## src/rtl/cv32e40x_pkg.sv

```systemverilog
// Shared types for the fetch-side helpers that sit between the core and the I-cache.
// Pure type definitions; no logic, no latency.
package cv32e40x_pkg;

  typedef enum logic [2:0] {
    FFR_IDLE,
    FFR_DRAIN,
    FFR_INVAL,
    FFR_ACK,
    FFR_RELEASE
  } fencei_rsp_state_e;

endpackage

```

## src/rtl/cv32e40x_obi_outstanding_cnt.sv

```systemverilog
// Outstanding OBI transaction counter: +1 per grant, -1 per rvalid, sticky error on over/underflow.
// Registered count; cnt_nxt_o is the value the count takes at the next edge.
module cv32e40x_obi_outstanding_cnt #(
  parameter int MAX_OUTSTANDING = 2,
  parameter int CNT_W           = $clog2(MAX_OUTSTANDING + 1)
) (
  input  logic             clk,
  input  logic             rst,
  input  logic             inc_i,
  input  logic             dec_i,
  output logic [CNT_W-1:0] cnt_nxt_o,
  output logic             err_o
);

  logic [CNT_W-1:0] cnt_q, cnt_d;
  logic             err_q, err_d;

  // Over/underflow leaves the count untouched so a drain can still terminate.
  always_comb begin
    cnt_d = cnt_q;
    err_d = err_q;
    if (inc_i && !dec_i) begin
      if (cnt_q == CNT_W'(MAX_OUTSTANDING)) err_d = 1'b1;
      else                                   cnt_d = cnt_q + CNT_W'(1);
    end else if (dec_i && !inc_i) begin
      if (cnt_q == '0) err_d = 1'b1;
      else             cnt_d = cnt_q - CNT_W'(1);
    end
  end

  always_ff @(posedge clk or posedge rst) begin
    if (rst) begin
      cnt_q <= '0;
      err_q <= 1'b0;
    end else begin
      cnt_q <= cnt_d;
      err_q <= err_d;
    end
  end

  assign cnt_nxt_o = cnt_d;
  assign err_o     = err_q;

endmodule

```

## src/rtl/cv32e40x_fencei_flush_responder.sv

```systemverilog
// fence.i responder: block fetches, drain outstanding fetches, invalidate all lines, pulse ack.
// All outputs are Moore decodes of registered state; inv_ready_i low stalls the line walk.
module cv32e40x_fencei_flush_responder
  import cv32e40x_pkg::*;
#(
  parameter int NUM_LINES       = 64,
  parameter int MAX_OUTSTANDING = 2,
  parameter int IDX_W           = (NUM_LINES > 1) ? $clog2(NUM_LINES) : 1,
  parameter int CNT_W           = $clog2(MAX_OUTSTANDING + 1)
) (
  input  logic             clk,
  input  logic             rst,
  input  logic             fencei_flush_req_i,
  output logic             fencei_flush_ack_o,
  input  logic             instr_req_i,
  input  logic             instr_gnt_i,
  input  logic             instr_rvalid_i,
  output logic             instr_req_block_o,
  output logic             inv_valid_o,
  output logic [IDX_W-1:0] inv_index_o,
  input  logic             inv_ready_i,
  output logic             busy_o,
  output logic             cnt_err_o
);

  fencei_rsp_state_e state_q, state_d;
  logic [IDX_W-1:0]  idx_q, idx_d;
  logic [CNT_W-1:0]  cnt_nxt;
  logic              fetch_inc;

  assign fetch_inc = instr_req_i & ~instr_req_block_o & instr_gnt_i;

  cv32e40x_obi_outstanding_cnt #(
    .MAX_OUTSTANDING (MAX_OUTSTANDING),
    .CNT_W           (CNT_W)
  ) u_outstanding_cnt (
    .clk       (clk),
    .rst       (rst),
    .inc_i     (fetch_inc),
    .dec_i     (instr_rvalid_i),
    .cnt_nxt_o (cnt_nxt),
    .err_o     (cnt_err_o)
  );

  always_comb begin
    state_d = state_q;
    idx_d   = idx_q;
    case (state_q)
      FFR_IDLE: begin
        if (fencei_flush_req_i) state_d = FFR_DRAIN;
      end
      // Leave DRAIN in the same cycle the last rvalid returns.
      FFR_DRAIN: begin
        if (cnt_nxt == '0) begin
          state_d = FFR_INVAL;
          idx_d   = '0;
        end
      end
      FFR_INVAL: begin
        if (inv_ready_i) begin
          if (idx_q == IDX_W'(NUM_LINES - 1)) begin
            state_d = FFR_ACK;
            idx_d   = '0;
          end else begin
            idx_d = idx_q + IDX_W'(1);
          end
        end
      end
      FFR_ACK: begin
        state_d = FFR_RELEASE;
      end
      FFR_RELEASE: begin
        if (!fencei_flush_req_i) state_d = FFR_IDLE;
      end
      default: begin
        state_d = FFR_IDLE;
        idx_d   = '0;
      end
    endcase
  end

  always_ff @(posedge clk or posedge rst) begin
    if (rst) begin
      state_q <= FFR_IDLE;
      idx_q   <= '0;
    end else begin
      state_q <= state_d;
      idx_q   <= idx_d;
    end
  end

  assign instr_req_block_o  = (state_q != FFR_IDLE);
  assign busy_o             = (state_q != FFR_IDLE);
  assign inv_valid_o        = (state_q == FFR_INVAL);
  assign fencei_flush_ack_o = (state_q == FFR_ACK);
  assign inv_index_o        = idx_q;

endmodule

```

## config.mk

```make
export PLATFORM = sky130hd
export DESIGN_NAME = cv32e40x_fencei_flush_responder
export DESIGN_NICKNAME = d
export VERILOG_FILES = /design/src/rtl/cv32e40x_pkg.sv /design/src/rtl/cv32e40x_obi_outstanding_cnt.sv /design/src/rtl/cv32e40x_fencei_flush_responder.sv
export SDC_FILE = /design/constraint.sdc
export NUM_CORES = 1
export LEC_CHECK = 0
export CORE_ASPECT_RATIO = 1.1
export CORE_MARGIN = 2
export CORE_UTILIZATION = 25
export CTS_CLUSTER_SIZE = 20
export DETAILED_ROUTE_END_ITERATION = 6
export PLACE_DENSITY = 0.49
export SYNTH_ARGS = -nofsm -noshare
export SYNTH_HDL_FRONTEND = slang
export SYNTH_SLANG_ARGS = --single-unit
```

## constraint.sdc

```tcl
create_clock -name clk -period 2.2 [get_ports clk]
set_clock_uncertainty 0.2 [all_clocks]
set_input_delay 0.44 -clock clk [delete_from_list [all_inputs] [get_ports clk]]
set_output_delay 0.44 -clock clk [all_outputs]
set_load 0.1 [all_outputs]
```

# ---- After elaboration in Yosys (flattened, before gate mapping)
# Index checks and enable logic that the tools add are counted.
dict set report totals {
  register_bits 12
  in_bits 7
  out_inout_bits 11
  word_cells 55
}
dict set report op_classes {
  add_sub_neg 3
  eq_ne 12
  n_mux 18
  n_bitwise 4
  n_reduce_logical 14
}
# op n
set ops {}
lappend ops {{$mux W6} 3}
lappend ops {{$pmux W6 S3} 1}
lappend ops {{$mux W3} 5}
lappend ops {{$pmux W3 S5} 1}
lappend ops {{$mux W2} 4}
lappend ops {{$ne A2 B2 Y1 const B} 4}
lappend ops {{$add A6 B1 Y6 const B} 1}
lappend ops {{$eq A3 B2 Y1 const B} 2}
lappend ops {{$eq A6 B6 Y1 const B} 1}
lappend ops {{$reduce_and A3 Y1} 2}
lappend ops {{$reduce_and A5 Y1} 1}
lappend ops {{$logic_not A2 Y1} 2}
lappend ops {{$mux W1} 4}
lappend ops {{$ne A2 B1 Y1 const B} 2}
lappend ops {{$reduce_bool A2 Y1} 2}
lappend ops {{$eq A3 B1 Y1 const B} 1}
lappend ops {{$eq A3 B3 Y1 const B} 1}
lappend ops {{$logic_not A3 Y1} 1}
lappend ops {{$reduce_bool A3 Y1} 1}
lappend ops {{$reduce_or A3 Y1} 1}
lappend ops {{$add A2 B1 Y2 const B} 1}
lappend ops {{$and A1 B1 Y1} 2}
lappend ops {{$eq A2 B2 Y1 const B} 1}
lappend ops {{$logic_and A1 B1 Y1} 2}
lappend ops {{other kinds (3)} 5}

# ---- Depth between registers and ports, before layout
# Gate-level depths: netlist of the first run.
dict set report logic_depth {
  ltp_word 11
  depth_mapped 7
  ltp_nobuf 7
}

# ---- Hierarchy
# Synthesis of the first run repeated with hierarchy kept, for this count alone.
dict set report hier_totals {
  hier_cells 85
  area_unflattened_um2 783.3
}
# mod n_inst cells_each area_each_um2 seq_area_each_um2
set modules_own_cells {}
lappend modules_own_cells {cv32e40x_fencei_flush_responder 1 64 571.8 225.2}
lappend modules_own_cells {cv32e40x_obi_outstanding_cnt 1 21 211.5 75.1}

# ---- Worst setup path before layout of the first run
# Ideal clock, no wire load.
dict set report synth_timing {
  kind {reg2out}
  from {reg state_q[1]}
  to {out fencei_flush_ack_o}
  arrival_time_ps 2794
  t_required_ps 1560
  setup_slack_ps -1234
  path_stages_with_launch 3
  path_buffers 0
  cell_sequence {dfrtp_1 inv_1 nor3b_1}
}
dict set report synth_via {
  elab_chain_cells 1
}
# element line_no
set synth_lines {}
lappend synth_lines {{start, declared} cv32e40x_fencei_flush_responder.sv:26} ;# fencei_rsp_state_e state_q, state_d;
lappend synth_lines {{start signal, assigned} cv32e40x_fencei_flush_responder.sv:87} ;# state_q <= state_d;
lappend synth_lines {{$eq A3 B2 Y1} cv32e40x_fencei_flush_responder.sv:95} ;# assign fencei_flush_ack_o = (state_q == FFR_ACK);
lappend synth_lines {{end, declared} cv32e40x_fencei_flush_responder.sv:14} ;# output logic fencei_flush_ack_o,
# No other way between the ends.

# ---- Final worst setup path of the first run
dict set report layout_timing {
  from {reg state_q[0]}
  to {out busy_o}
}
dict set report layout_via {
  elab_chain_cells 1
}
# element line_no
set layout_lines {}
lappend layout_lines {{$reduce_bool A3 Y1} cv32e40x_fencei_flush_responder.sv:93} ;# assign busy_o = (state_q != FFR_IDLE);
lappend layout_lines {{end, declared} cv32e40x_fencei_flush_responder.sv:22} ;# output logic busy_o,
# No other way between the ends.

==> results of run 1 <==
==> worst register-to-register path, cell delays in order, from the launching register on <==
cell and delay, ns:
dfrtp_1 0.51, nor3_4 0.25, a22o_1 0.20, nand3_2 0.11, o31ai_4 0.34, a31oi_1 0.12
==> metal layers <==
| metal | vias to the layer above | wire, µm | global-route usage |
|---|---|---|---|
| li1 | 356 | - | - |
| met1 | 341 | 741 | 0.131 |
| met2 | 17 | 876 | 0.168 |
| met3 | 5 | 67 | 0.0308 |
| met4 | 0 | 46 | 0.0610 |
| met5 | - | 0 | 0 |
==> cell families (layout without fill, tap and decap cells) <==
| logic type | after synthesis | after routing | synth area share |
|---|---|---|---|
| AO/OA/AOI/OAI | 20 | 20 | 0.191 |
| adder cells (fa/ha/maj) | 4 | 4 | 0.0627 |
| buffers and inverters | 12 | 36 | 0.0721 |
| flip-flops | 12 | 12 | 0.376 |
| multiplexers | 1 | 1 | 0.0125 |
| AND/OR/NAND/NOR | 36 | 36 | 0.285 |
==> final cells by class <==
type,instances,area [µm²]
sequential,12,303
inverter,7,26.3
fill,303,1890
tap,34,42.5
clock buffer,4,36.3
timing repair buffer,25,303
multi-input combinational,61,452
==> report_power, final <==
| part | total [mW] | internal (mW) | switching [mW] |
|---|---|---|---|
| logic | 1.25 | 0.463 | 0.783 |
| registers | 0.395 | 0.277 | 0.117 |
| clock network | 0.176 | 0.101 | 0.0754 |
| total | 1.82 | 0.841 | 0.976 |
==> cell usage after synthesis, types with 3 or more instances <==
library cell / count / share of area
nand2b_1: 3 / 0.024
inv_1: 7 / 0.033
dfrtp_1: 12 / 0.38
a31oi_1: 5 / 0.039
nand4_1: 3 / 0.024
nand3_1: 3 / 0.019
o21ai_0: 4 / 0.025
nor2_1: 7 / 0.033
ha_1: 4 / 0.063
nand2_1: 6 / 0.028
==> per-stage QoR <==
| step | util | TNS (ns) | cell area (µm²) |
|---|---|---|---|
| after floorplan | - | -0.652 | 818 |
| after global placement | 0.369 | -0.0722 | 1130 |
| after detailed placement | 0.369 | -0.249 | 1130 |
| after CTS | 0.381 | 0 | 1160 |
| after global routing | 0.381 | 0 | 1160 |
| final | 0.381 | 0 | 1160 |
==> path summary, 6_finish.rpt <==
| check | endpoint | startpoint | depth (start not counted) | slack, ns |
|---|---|---|---|---|
| max in group asynchronous | inv_index_o[0] | rst | 2 | 1.20 |
| min | u_outstanding_cnt.err_o | rst | 2 | 0.27 |
| max | busy_o | state_q[0] | 3 | 0.18 |
| min in group clk | u_outstanding_cnt.err_o | u_outstanding_cnt.err_o | 1 | 0.30 |
| max reg2reg | inv_index_o[3] | state_q[0] | 5 | 0.34 |
| min reg2reg | u_outstanding_cnt.err_o | u_outstanding_cnt.err_o | 1 | 0.30 |
==> placed cells by master, fill, tap and decap left out, types with 2 or more instances in the layout <==
cell / netlist / layout
buf_4: 1 / 11
o21ai_0: 4 / 4
nand3_1: 3 / 3
nand2b_1: 3 / 3
nand4_1: 3 / 3
nand4b_1: 2 / 2
inv_1: 7 / 7
clkbuf_4: 0 / 3
nand2_1: 6 / 6
clkdlybuf4s50_1: 0 / 6
ha_1: 4 / 4
nand3_2: 2 / 2
dfrtp_2: 0 / 2
a22o_1: 2 / 2
o22ai_1: 2 / 2
nor3b_4: 1 / 2
dfrtp_1: 12 / 10
a31oi_1: 5 / 5
nor2_1: 7 / 7
buf_12: 0 / 8
==> state kept, by name (all words and copies together), names as in the netlist <==
name and count:
inv_index_o 6, state_q 3, u_outstanding_cnt.err_o 1, u_outstanding_cnt.cnt_q 2
==> summary.txt, run 1 <==
Timing
  • Min cycle time layout: 2.02 ns
  • Fmax: 495 MHz
  • # setup viols final: 0
  • Final Hold Vio Count: 0
  • Hold Worst Slack: 0.267 ns
  • Count of pins over their slew limit: 0
  • Setup WS post-layout: 0.179 ns
  • Worst Tran Pin Value: 0.455 ns
  • Max-slew headroom: 0.696
  • RSZ-0062 raised after global routing: false
  • Final Cycle Share: 0.919

Critical path
  • Crit path max-delay cell type: dfrtp_1
  • Bufs and invs on worst path: 2
  • Worst Path Max Fanout: 9
  • CP top delay family: flip-flops
  • Worst EP arrival: 1.38 ns
  • Peak per-stage delay on the critical path: 0.51 ns
  • Worst EP required: 1.56 ns
  • Startpoint class of the critical path: flip-flop
  • WS Path Type: reg2out
  • Endpoint class of the critical path: output port
  • Critical-path cell list: nor3_4, inv_1, buf_12

Run
  • Max-cap violations: 0

Synth
  • Number of synthesized register bits: 12
  • Syn Inst Count: 85
  • Post-synthesis sequential area ratio: 0.376
  • Asr flop ratio synth: 1.00
  • Ys Warns: 0
  • Syn_area_per_cell: 9.39 µm²
  • Number of synthesized flops with an enable pin: 0
  • Post-synthesis cell area: 798 µm²
  • Primary FF master, synth: dfrtp_1
  • Syn nets: 96
  • Post-synth cell types: 36

Floorplan
  • Placeable Area: 0.00305 mm²
  • Io pins: 18
  • Die H: 63.3 µm
  • # rows: 21
  • Die ar.: 0.00366 mm²
  • Initial core utilization: 0.262
  • Die width: 57.9 µm

Placement
  • Detailed Place HPWL: 1.40 mm
  • Routability cong.: 0.734
  • Pre-CTS setup slack: -0.0573 ns
  • IO buf count: 17
  • Placed insts: 139

Global routing
  • First-pass GRT wire length: 3.04 mm
  • Initial antenna violation count: 0
  • Largest net degree at the start of global routing: 13
  • Vias in the first global route: 698
  • Total gr overflow: 0
  • GRT Overall Usage: 0.108

Drt
  • DR vias/cell: 5.03
  • WL/cell: 12.1 µm
  • DRT antenna net count: 0
  • DR vias: 719
  • 1st-iter DRT viols: 8
  • Post-Route WL: 1.73 mm
  • DRC Markers: 0
  • Drt first pass iters: 4

Clocking
  • Worst-Skew Late Latency: 0.27 ns
  • Clock sinks: 12
  • Resize count post-CTS: 0
  • H-tree Lvls: 1
  • CTS buffer count: 3
  • Post-CTS Setup Bufs: 0
  • Hold buffers post-CTS: 0
  • CTS clk-pin slew, worst paths: 0.08 ns
  • CTS tree: done
  • Clock buffer depth: 2
  • Clk root buf: clkbuf_4

Power
  • Leak: 0.515 nW
  • Power consumption: 1.82 mW
  • VDD IR max: 0.00192 V
  • Pwr dens: 1560 mW/mm²

Final layout
  • Syn-to-layout area delta: 45.6%
  • Layout cells sized above 1: 0.294
  • NumNets Final: 121
  • Antenna Cells: 0
  • Final non-filler cell total: 143

Outcome
  • Outcome: complete, no violations

Hold path
  • Worst Hold Class: in2async
No activity file was read; power rests on OpenSTA's default activity.
==> run 2: changes to the inputs <==
--- a/config.mk
+++ b/config.mk
@@ -11,6 +11,7 @@
 export CTS_CLUSTER_SIZE = 20
 export DETAILED_ROUTE_END_ITERATION = 6
 export PLACE_DENSITY = 0.49
+export RECOVER_POWER = 50
 export SYNTH_ARGS = -nofsm -noshare
 export SYNTH_HDL_FRONTEND = slang
 export SYNTH_SLANG_ARGS = --single-unit
==> run 2 against run 1 <==
Compared with the run above: sequential power hardly changed; hold slack improved by 0.032 ns; utilization is 0.74 points lower; first-iteration DRC count up 75%; non-clock buffer count unchanged; largest power group unchanged.
==> summary.txt, run 2 (synthesis results as in run 1) <==
Outcome
  • Outcome: complete, no violations

Drt
  • DR vias/cell: 4.99
  • Drt first pass iters: 4
  • DRC Markers: 0
  • DR vias: 713
  • 1st-iter DRT viols: 14
  • DRT antenna net count: 0
  • WL/cell: 12.1 µm
  • Post-Route WL: 1.74 mm

Timing
  • # setup viols final: 0
  • Max-slew headroom: 0.641
  • Final Hold Vio Count: 0
  • Fmax: 495 MHz
  • Final Cycle Share: 0.919
  • Total negative slack: 0 ns
  • Min cycle time layout: 2.02 ns
  • Count of pins over their slew limit: 0
  • Worst Tran Pin Value: 0.541 ns
  • RSZ-0062 raised after global routing: false

Critical path
  • Bufs and invs on worst path: 2
  • Peak per-stage delay on the critical path: 0.51 ns
  • Critical-path cell list: nor3_4, inv_1, buf_12
  • CP top delay family: flip-flops
  • Worst EP required: 1.56 ns
  • Startpoint class of the critical path: flip-flop
  • Endpoint class of the critical path: output port
  • Worst EP arrival: 1.38 ns
  • Worst Path Max Fanout: 9
  • Crit path max-delay cell type: dfrtp_1
  • WS Path Type: reg2out

Floorplan
  • Die width: 57.9 µm
  • # rows: 21
  • Die H: 63.3 µm
  • Initial core utilization: 0.262
  • Io pins: 18
  • Placeable Area: 0.00305 mm²
  • Die ar.: 0.00366 mm²

Power
  • Leak: 0.509 nW
  • VDD IR max: 0.00192 V
  • Pwr dens: 1590 mW/mm²

Placement
  • Placed insts: 139
  • IO buf count: 17
  • Detailed Place HPWL: 1.40 mm
  • Routability cong.: 0.734

Final layout
  • Layout cells sized above 1: 0.275
  • Most common cell after layout, fill and taps aside: dfrtp_1
  • Max FFs per register: 6
  • NumNets Final: 121
  • Final non-filler cell total: 143
  • Antenna Cells: 0
  • Filler cells: 307
  • Syn-to-layout area delta: 42.8%
  • Final design utilization: 0.374
  • Sequential cell area: 302 µm²
  • Footprint of the multi-input gates: 452 µm²
  • Commonest cells after routing, fill and taps aside: dfrtp_1 (11), buf_4 (9), nor2_1 (7), inv_1 (7), buf_12 (7)

Clocking
  • Hold buffers post-CTS: 0
  • Clock sinks: 12
  • CTS buffer count: 3
  • Clock buffer depth: 2
  • Worst-Skew Late Latency: 0.27 ns
  • Post-CTS Setup Bufs: 0
  • Resize count post-CTS: 0
  • H-tree Lvls: 1
  • Clk root buf: clkbuf_4
  • CTS tree: done
  • CTS clk-pin slew, worst paths: 0.08 ns

Hold path
  • Worst Hold Class: reg2reg

Run
  • Max-cap violations: 0

Global routing
  • Initial antenna violation count: 0
  • Largest net degree at the start of global routing: 13
  • GRT Overall Usage: 0.108
  • First-pass GRT wire length: 3.04 mm
  • Vias in the first global route: 698
  • Total gr overflow: 0
==> run 2: routing by layer <==
layer / global-route usage / up-vias / part of all wire
li1: - / 356 / -
met3: 0.0308 / 4 / 0.041
met4: 0.0610 / 0 / 0.021
met5: 0 / - / 0
met2: 0.168 / 16 / 0.51
met1: 0.131 / 337 / 0.42
==> run 2: final cells by class <==
cell class / count / area share
Clock buffer: 4 / 0.0318
Timing Repair Buffer: 25 / 0.247
Tap cell: 34 / 0.0373
Inverter: 7 / 0.0231
Sequential cell: 12 / 0.265
Multi-Input combinational cell: 61 / 0.396
==> run 2: report_power, final <==
part           switching [mW]  internal, mW  total, mW
clock                  0.0742         0.101      0.175
combinational           0.782         0.461       1.24
sequential              0.118         0.276      0.393
==> run 2: path summary, 6_finish.rpt <==
path                                          from                      end  slack, ns  cells after the start
setup reg to reg                        state_q[0]           inv_index_o[3]       0.34                      5
max in group asynchronous                      rst           inv_index_o[1]       1.06                      2
hold reg to reg            u_outstanding_cnt.err_o  u_outstanding_cnt.err_o       0.30                      1
setup / recovery                        state_q[0]                   busy_o       0.18                      3
min in group asynchronous                      rst  u_outstanding_cnt.err_o       0.41                      2
hold / removal             u_outstanding_cnt.err_o  u_outstanding_cnt.err_o       0.30                      1
==> run 2: through the flow <==
| step | power (mW) | hold WS, ns | setup slack, ns | instance area, µm² |
|---|---|---|---|---|
| 2_1_floorplan | 1.25 | 0.105 | -0.221 | 818 |
| 3_3_place_gp | 1.64 | 0.271 | -0.0255 | 1130 |
| 3_5_place_dp | 1.65 | 0.282 | -0.0573 | 1130 |
| 4_1_cts | 1.83 | 0.287 | 0.175 | 1160 |
| 5_1_grt | 1.91 | 0.322 | 0.0869 | 1140 |
| 6_report | 1.81 | 0.299 | 0.179 | 1140 |
==> run 2: worst register-to-register path, cell delays in order (launching register included) <==
cell	delay, ns
dfrtp_1	0.51
nor3_4	0.25
a22o_1	0.20
nand3_2	0.11
o31ai_4	0.34
a31oi_1	0.12
